===== src/rtl/bus_xfer_sequencer_if.sv =====
// Command/enable bundle between the control unit (master) and the bus
// transfer sequencer (slave).
interface bus_xfer_sequencer_if #(
  parameter int LEN_W = 2
);
  logic             cmd_valid;
  logic             cmd_ready;
  logic [4:0]       cmd_src;
  logic [4:0]       cmd_dst;
  logic [LEN_W-1:0] cmd_len;
  logic [23:0]      out_en;
  logic [24:0]      dst_en;
  logic             busy;
  logic             err;

  modport master (
    output cmd_valid, cmd_src, cmd_dst, cmd_len,
    input  cmd_ready, out_en, dst_en, busy, err
  );

  modport slave (
    input  cmd_valid, cmd_src, cmd_dst, cmd_len,
    output cmd_ready, out_en, dst_en, busy, err
  );
endinterface


===== src/rtl/bus_xfer_sequencer.sv =====
// bus_xfer_sequencer: queues {src,dst,len} bus-transfer commands and replays
// each as a one-hot source out-enable (held len+1 cycles) plus a one-hot
// destination in-enable in the final cycle. Outputs decode registered state only.
// Optional feature: define BUSSEQ_CMD_CHECK_EN to drop illegal commands at the
// handshake and raise a sticky err flag.
module bus_xfer_sequencer #(
  parameter int DEPTH = 4,
  parameter int LEN_W = 2
) (
  input logic                 clock,
  input logic                 clear,
  bus_xfer_sequencer_if.slave bus
);
  localparam int AW = $clog2(DEPTH);

  typedef struct packed {
    logic [4:0]       src;
    logic [4:0]       dst;
    logic [LEN_W-1:0] len;
  } cmd_t;

  typedef enum logic {IDLE, DRIVE} state_t;

  state_t           state, stateNxt;
  cmd_t             mem [DEPTH];
  cmd_t             cur;
  cmd_t             cmdIn;
  logic [LEN_W-1:0] cnt;
  logic [AW:0]      wrPtr, rdPtr;
  logic             full, empty, accept, push, pop;
  logic [23:0]      outEn;
  logic [24:0]      dstEn;

  // Extra pointer MSB separates full from empty when the low bits match.
  assign empty = (wrPtr == rdPtr);
  assign full  = (wrPtr[AW] != rdPtr[AW]) && (wrPtr[AW-1:0] == rdPtr[AW-1:0]);

  assign bus.cmd_ready = !full;
  assign accept        = bus.cmd_valid && !full;
  assign cmdIn         = '{src: bus.cmd_src, dst: bus.cmd_dst, len: bus.cmd_len};

`ifdef BUSSEQ_CMD_CHECK_EN
  logic cmdLegal;
  logic errR;

  // Illegal commands complete the handshake but never reach the FIFO.
  assign cmdLegal = (bus.cmd_src <= 5'd23) && !((bus.cmd_dst >= 5'd25) && (bus.cmd_dst <= 5'd30));
  assign push     = accept && cmdLegal;
  assign bus.err  = errR;

  // Sticky error flag, cleared only by reset.
  always_ff @(posedge clock) begin
    if (clear)                  errR <= 1'b0;
    else if (accept && !cmdLegal) errR <= 1'b1;
  end
`else
  assign push    = accept;
  assign bus.err = 1'b0;
`endif

  // FIFO storage; contents need no reset since pointers gate visibility.
  always_ff @(posedge clock) begin
    if (push) mem[wrPtr[AW-1:0]] <= cmdIn;
  end

  // FIFO pointers; push and pop may occur in the same cycle.
  always_ff @(posedge clock) begin
    if (clear) begin
      wrPtr <= '0;
      rdPtr <= '0;
    end else begin
      if (push) wrPtr <= wrPtr + 1'b1;
      if (pop)  rdPtr <= rdPtr + 1'b1;
    end
  end

  // FSM state register.
  always_ff @(posedge clock) begin
    if (clear) state <= IDLE;
    else       state <= stateNxt;
  end

  // Current transfer and remaining hold count; a pop reloads both.
  always_ff @(posedge clock) begin
    if (clear) begin
      cur <= '0;
      cnt <= '0;
    end else if (pop) begin
      cur <= mem[rdPtr[AW-1:0]];
      cnt <= mem[rdPtr[AW-1:0]].len;
    end else if (state == DRIVE && cnt != '0) begin
      cnt <= cnt - 1'b1;
    end
  end

  // Next state, pop decision and Moore enable decode.
  always_comb begin
    stateNxt = state;
    pop      = 1'b0;
    outEn    = '0;
    dstEn    = '0;
    case (state)
      IDLE: begin
        if (!empty) begin
          pop      = 1'b1;
          stateNxt = DRIVE;
        end
      end
      DRIVE: begin
        // Source index i maps to bus-mux bit 23-i; out-of-range sources drive nothing.
        if (cur.src <= 5'd23) outEn = 24'h800000 >> cur.src;
        if (cnt == '0) begin
          if (cur.dst <= 5'd24) dstEn = 25'd1 << cur.dst;
          // Chain straight into the next command so len=0 streams run one per cycle.
          if (!empty) pop = 1'b1;
          else        stateNxt = IDLE;
        end
      end
      default: stateNxt = IDLE;
    endcase
  end

  assign bus.out_en = outEn;
  assign bus.dst_en = dstEn;
  assign bus.busy   = (state == DRIVE) || !empty;
endmodule

===== src/flat_wrapper.sv =====
// flat-port wrapper written by rule: the top's interface ports become plain ports
module bus_xfer_sequencer_flat 
#(
  parameter int DEPTH = 4,
  parameter int LEN_W = 2
)
  (clock, clear, bus_cmd_valid, bus_cmd_src, bus_cmd_dst, bus_cmd_len, bus_cmd_ready, bus_out_en, bus_dst_en, bus_busy, bus_err);
  bus_xfer_sequencer_if #(.LEN_W(LEN_W)) bus_i ();
  input logic clock;
  input logic clear;
  input wire logic [$bits(bus_i.cmd_valid)-1:0] bus_cmd_valid;
  input wire logic [$bits(bus_i.cmd_src)-1:0] bus_cmd_src;
  input wire logic [$bits(bus_i.cmd_dst)-1:0] bus_cmd_dst;
  input wire logic [$bits(bus_i.cmd_len)-1:0] bus_cmd_len;
  output wire logic [$bits(bus_i.cmd_ready)-1:0] bus_cmd_ready;
  output wire logic [$bits(bus_i.out_en)-1:0] bus_out_en;
  output wire logic [$bits(bus_i.dst_en)-1:0] bus_dst_en;
  output wire logic [$bits(bus_i.busy)-1:0] bus_busy;
  output wire logic [$bits(bus_i.err)-1:0] bus_err;
  assign bus_i.cmd_valid = bus_cmd_valid;
  assign bus_i.cmd_src = bus_cmd_src;
  assign bus_i.cmd_dst = bus_cmd_dst;
  assign bus_i.cmd_len = bus_cmd_len;
  assign bus_cmd_ready = bus_i.cmd_ready;
  assign bus_out_en = bus_i.out_en;
  assign bus_dst_en = bus_i.dst_en;
  assign bus_busy = bus_i.busy;
  assign bus_err = bus_i.err;
  bus_xfer_sequencer #(.DEPTH(DEPTH), .LEN_W(LEN_W)) u_core (.clock(clock), .clear(clear), .bus(bus_i));
endmodule

===== config.mk =====
export PLATFORM = sky130hd
export DESIGN_NAME = bus_xfer_sequencer_flat
export DESIGN_NICKNAME = d
export VERILOG_FILES = /design/src/rtl/bus_xfer_sequencer_if.sv /design/src/rtl/bus_xfer_sequencer.sv /design/src/flat_wrapper.sv
export SDC_FILE = /design/constraint.sdc
export NUM_CORES = 1
export LEC_CHECK = 0
export ABC_AREA = 1
export CORE_MARGIN = 2
export CORE_UTILIZATION = 55
export DETAILED_ROUTE_END_ITERATION = 10
export HOLD_SLACK_MARGIN = 0.02
export PLACE_DENSITY_LB_ADDON = 0.12
export SYNTH_ARGS = -nofsm -noshare
export SYNTH_HDL_FRONTEND = slang
export SYNTH_SLANG_ARGS = --single-unit

===== constraint.sdc =====
create_clock -name clock -period 5.5 [get_ports clock]
set_clock_uncertainty 0.15 [all_clocks]
set_input_delay 0.55 -clock clock [delete_from_list [all_inputs] [get_ports clock]]
set_output_delay 0.55 -clock clock [all_outputs]
set_load 0.02 [all_outputs]

Yosys cells after proc, flatten, opt, wreduce, memory -nomap -nowiden
Memories as Yosys holds them, arrays and structs flattened. A register that Yosys moved wholly into a read port is not among the register bits.
Cells that the tools add are included.
{"block": "word_totals", "reg_bits": 19, "memories": 1, "out_inout_bits": 52, "ramBits": 48, "input_bits": 15, "wordCells": 43}
{"name": "u_core.mem", "depth": 4, "word_bits": 12, "rd": 1, "rd_clocked_by_memory_dff": 1, "write_ports": 1, "line_no": "bus_xfer_sequencer.sv:25", "source": "cmd_t mem [DEPTH];"}
{"block": "classes", "add_sub_neg": 3, "n_reduce_logical": 9, "shift": 2, "muxes": 16, "n_lt_le_gt_ge": 2, "n_bitwise": 1, "n_eq_ne": 3}
{"cell": "$mux 25", "n": 3}
{"cell": "$mux 24", "n": 2}
{"cell": "$shl 1x5->25 const A", "n": 1}
{"cell": "$shr 24x5->24 const A", "n": 1}
{"cell": "$le 5x5->1 const B", "n": 2}
{"cell": "$mux 2", "n": 4}
{"cell": "$add 3x1->3 const B", "n": 2}
{"cell": "$mux 1", "n": 5}
{"cell": "$pmux 1 s2", "n": 2}
{"cell": "$reduce_bool 2->1", "n": 2}
{"cell": "$eq 3x3->1", "n": 1}
{"cell": "$logic_and 1x1->1", "n": 3}
{"cell": "$eq 2x2->1", "n": 1}
{"cell": "$logic_not 1->1", "n": 2}
{"cell": "$logic_not 2->1", "n": 1}
{"cell": "$sub 2x1->2 const B", "n": 1}
{"cell": "$logic_or 1x1->1", "n": 1}
{"cell": "$ne 1x1->1", "n": 1}
{"cell": "$not 1->1", "n": 1}

Longest topological paths before layout
{"block": "logic_depth", "depth_word": 6, "mapped_depth": 9, "ltp_nobuf": 9}

Worst setup path after synthesis
Ideal clock, no wire load.
{"block": "synth_path", "path_kind": "register -> output", "start": "register u_core.cnt[0]", "end": "output port bus_dst_en[10]", "n_path_buf": 0, "slack_ns": 3.183, "required_time_ns": 4.800, "stages_incl_launch_ff": 7, "arrival_time_ns": 1.617, "path_cell_list": "dfxtp_1 > inv_1 > ha_1 > inv_1 > nor3_1 > nand2_1 > nor4_1"}
{"block": "synth_between", "elab_chain_len": 3}
{"item": "start: declaration", "line_no": "bus_xfer_sequencer.sv:28", "source": "logic [LEN_W-1:0] cnt;"}
{"item": "start signal: assignment", "line_no": "bus_xfer_sequencer.sv:90", "source": "cnt <= mem[rdPtr[AW-1:0]].len;"}
{"item": "start signal: assignment", "line_no": "bus_xfer_sequencer.sv:92", "source": "cnt <= cnt - 1'b1;"}
{"item": "$logic_not 2->1", "line_no": "bus_xfer_sequencer.sv:112", "source": "if (cnt == '0) begin"}
{"item": "$mux 25", "line_no": "bus_xfer_sequencer.sv:112"}
{"item": "$mux 25", "line_no": "bus_xfer_sequencer.sv:102", "source": "case (state)"}
{"item": "end: declaration", "line_no": "flat_wrapper.sv:17", "source": "output wire logic [$bits(bus_i.dst_en)-1:0] bus_dst_en;"}
Every way passes these cells.

Worst setup path after layout
{"block": "layout_path", "start": "register u_core.cnt[0]", "end": "output port bus_dst_en[15]"}
The elaborated chain is that of the path after synthesis.

==> flow_metrics.py <==
metrics = {
    "synthesis": {
        "netlist_top_cells_count": "nor2_1, edfxtp_1, o21ai_0, inv_1, nand2_1",
        "ys_types": 30,
        "synth_edf_count": 48,
        "synth_most_common_cell": "nor2_1",
        "ys.flop_type": "edfxtp_1",
        "syn_nets": 381,
        "yosys_warnings": 0,
        "yosys-top-cells-area": "edfxtp_1, dfxtp_1, nor2_1, o21ai_0, inv_1",
        "yosys.area_share.simple": 0.239,
        "syn_area_per_cell_sq_um": 9.03,
        "synth_top_family_by_area": "simple AND/OR/NAND/NOR gates",
        "yosysSeqAreaShare": 0.573,
        "netlist_instances": 360,
        "muxShareOfSynthArea": 0,
        "synth-async-reset-ratio": 0,
        "synth_area_sq_mm": 0.00325,
        "yosys.area_share.adder": 0.0231,
        "synth_seq_cells": 69,
        "synth_top_area_share": 0.443,
        "synth-compound-area-share": 0.0824,
        "synth_xor_area_frac": 0.00539,
        "synth_top_cell_by_area": "edfxtp_1",
    },
    "timing": {
        "fin_setup_tns_ns": 0,
        "worstMarginPinSlew_ns": 1.11,
        "hold_viol": 0,
        "maxSlewViolCount": 0,
        "period_share": 0.562,
        "rsz0062_at_grt": "false",
        "layout_min_cycle_time_ns": 3.09,
        "fmax_mhz": 324,
        "hold_slack_ns": 0.364,
        "slew-limit-headroom": 0.260,
        "setup_viol": 0,
    },
    "placement": {
        "placed_area_sq_mm": 0.00389,
        "io_buffers": 65,
        "place_congestion": 0.835,
        "hpwl_mm": 4.55,
    },
    "clock_tree": {
        "clock-sinks": 69,
        "cts_buffer_depth": 2,
        "cts_hold_buffers": 0,
        "path_clk_slew_ns": 0.08,
        "cts_tree": "done",
        "cts_made_buffers": 9,
        "clock_latency_ns": 0.34,
        "cts_setup_buffers": 0,
        "root_buffer": "clkbuf_8",
        "htree_levels": 3,
        "cts_resized": 0,
    },
    "power_and_ir_drop": {
        "leakage_nw": 1.50,
        "ir_drop_v": 0.000285,
        "power_density_mw_per_mm2": 428,
        "p_total_mw": 1.76,
    },
    "worst_hold_path": {
        "min_path_type": "flip-flop to flip-flop",
    },
    "setup_path": {
        "path_common_cell": "inv_1",
        "path_buf_inv": 3,
        "arrival_ns": 2.39,
        "cp_max_fo": 7,
        "cp.required_ns": 4.80,
        "critPathKind": "flip-flop to output port",
        "cp_slowest_cell": "clkdlybuf4s50_1",
        "path_cells": "inv_1 > ha_1 > inv_1 > nor3_1 > nand2_1 > nor4_1 > clkdlybuf4s50_1",
        "critical_path.startpoint_type": "flip-flop",
        "endpoint_kind": "output port",
        "critical_path.top_delay_family": "buffers and inverters",
        "cp_slowest_stage_delay_ns": 0.67,
    },
    "routing": {
        "routedWlPerCell_um": 13.1,
        "drt_pass1_iterations": 4,
        "via_count": 2569,
        "drt_wl_total_mm": 6.49,
        "drc": 0,
        "final_antenna_net_count": 0,
        "drt-initial-drc-count": 112,
        "via_per_inst": 5.18,
    },
    "cells_and_area": {
        "areaGrowthSynthToFinish_pct": 26.1,
        "layout.nets": 440,
        "nFillCells": 422,
        "n_antenna_cell": 0,
        "drive_gt1_frac": 0.0708,
        "stdcell_area_sq_mm": 0.00410,
    },
    "global_route": {
        "gr-total-overflow": 0,
        "grt_usage": 0.211,
        "grt_pass1_wl_mm": 10.4,
        "grt_start_max_net_pins": 26,
        "grt_pass1_vias": 2272,
        "antenna_found_initial": 0,
    },
    "status": {
        "status": "finished, final reports clean",
    },
    "floorplan": {
        "fp-row-count": 27,
        "pin_count": 67,
        "core_sq_mm": 0.00561,
        "die_h_um": 80.9,
        "fp.dieW_um": 80.9,
        "dieArea_sq_mm": 0.00654,
        "initial_core_util": 0.580,
    },
    "run": {
        "cap_violations": 0,
    },
}
-- per-stage QoR --
step           cells  setup slack (ns)  utilization
4_1_cts          496              2.40        0.731
3_3_place_gp     480              2.84        0.693
3_5_place_dp     480              2.77        0.693
5_1_grt          496              2.23        0.731
6_report         496              2.41        0.731
2_1_floorplan    360              3.18            -
-- routing by layer --
metal | up-vias | share of wire | global-route usage
li1 | 1329 | - | -
met5 | - | 0 | 0
met1 | 1154 | 0.44 | 0.250
met2 | 79 | 0.48 | 0.368
met4 | 0 | 0.012 | 0.0763
met3 | 7 | 0.070 | 0.0589
-- flip-flops by register name (all words and copies together) (netlist names), named ones only --
signal        cells
u_core.state      1
u_core.mem       48
u_core.cur       10
u_core.wrPtr      3
u_core.rdPtr      3
u_core.cnt        2
-- power by group --
group / internal, mW / total, mW / switching, mW
clock: 0.252 / 0.433 / 0.181
sequential: 0.635 / 0.731 / 0.0969
combinational: 0.195 / 0.592 / 0.397
-- logic make-up after synthesis --
family | Yosys count
and+or+nand+nor | 177
DFF | 69
buffers and inverters | 54
AOI/OAI and AO/OA | 51
adders and majority gates | 6
xor gates and xnor gates | 2
other | 1
-- cells in the final DEF (no fill, tap or decap), types with 6 or more instances in the layout --
master and n:
nand2_1 26, ha_1 6, clkbuf_8 9, edfxtp_1 48, clkdlybuf4s50_1 65, nor4_1 15
o21ai_1 8, inv_1 29, nand3_1 10, o21ai_0 38, nor2_1 105, nand4_1 14
dfxtp_1 21
-- worst reg2reg max path: cells and delay by family (launching register included) --
kind          cells  cell delay, ns
simple gates      5            1.25
flops             1            0.43
buf+inv           1            0.07
-- final cells by class --
| class | instances | area, sq um | share of cell area |
|---|---|---|---|
| clock buffer | 9 | 124 | 0.0302 |
| clock inverter | 7 | 90.1 | 0.0220 |
| inverter | 37 | 141 | 0.0345 |
| multi-input combinational | 237 | 1140 | 0.279 |
| sequential | 69 | 1860 | 0.454 |
| tap | 72 | 90.1 | 0.0220 |
| timing repair buffer | 65 | 651 | 0.159 |
-- worst paths after layout --
check                       start                to  slack [ns]  cells past startpoint
setup / recovery    u_core.cnt[0]    bus_dst_en[15]        2.41                      7
hold reg to reg   u_core.wrPtr[2]   u_core.wrPtr[2]        0.36                      2
setup reg to reg  u_core.wrPtr[1]  u_core.mem[2][5]        3.19                      6
hold / removal    u_core.wrPtr[2]   u_core.wrPtr[2]        0.36                      2
(Power assumes the default switching activity.)
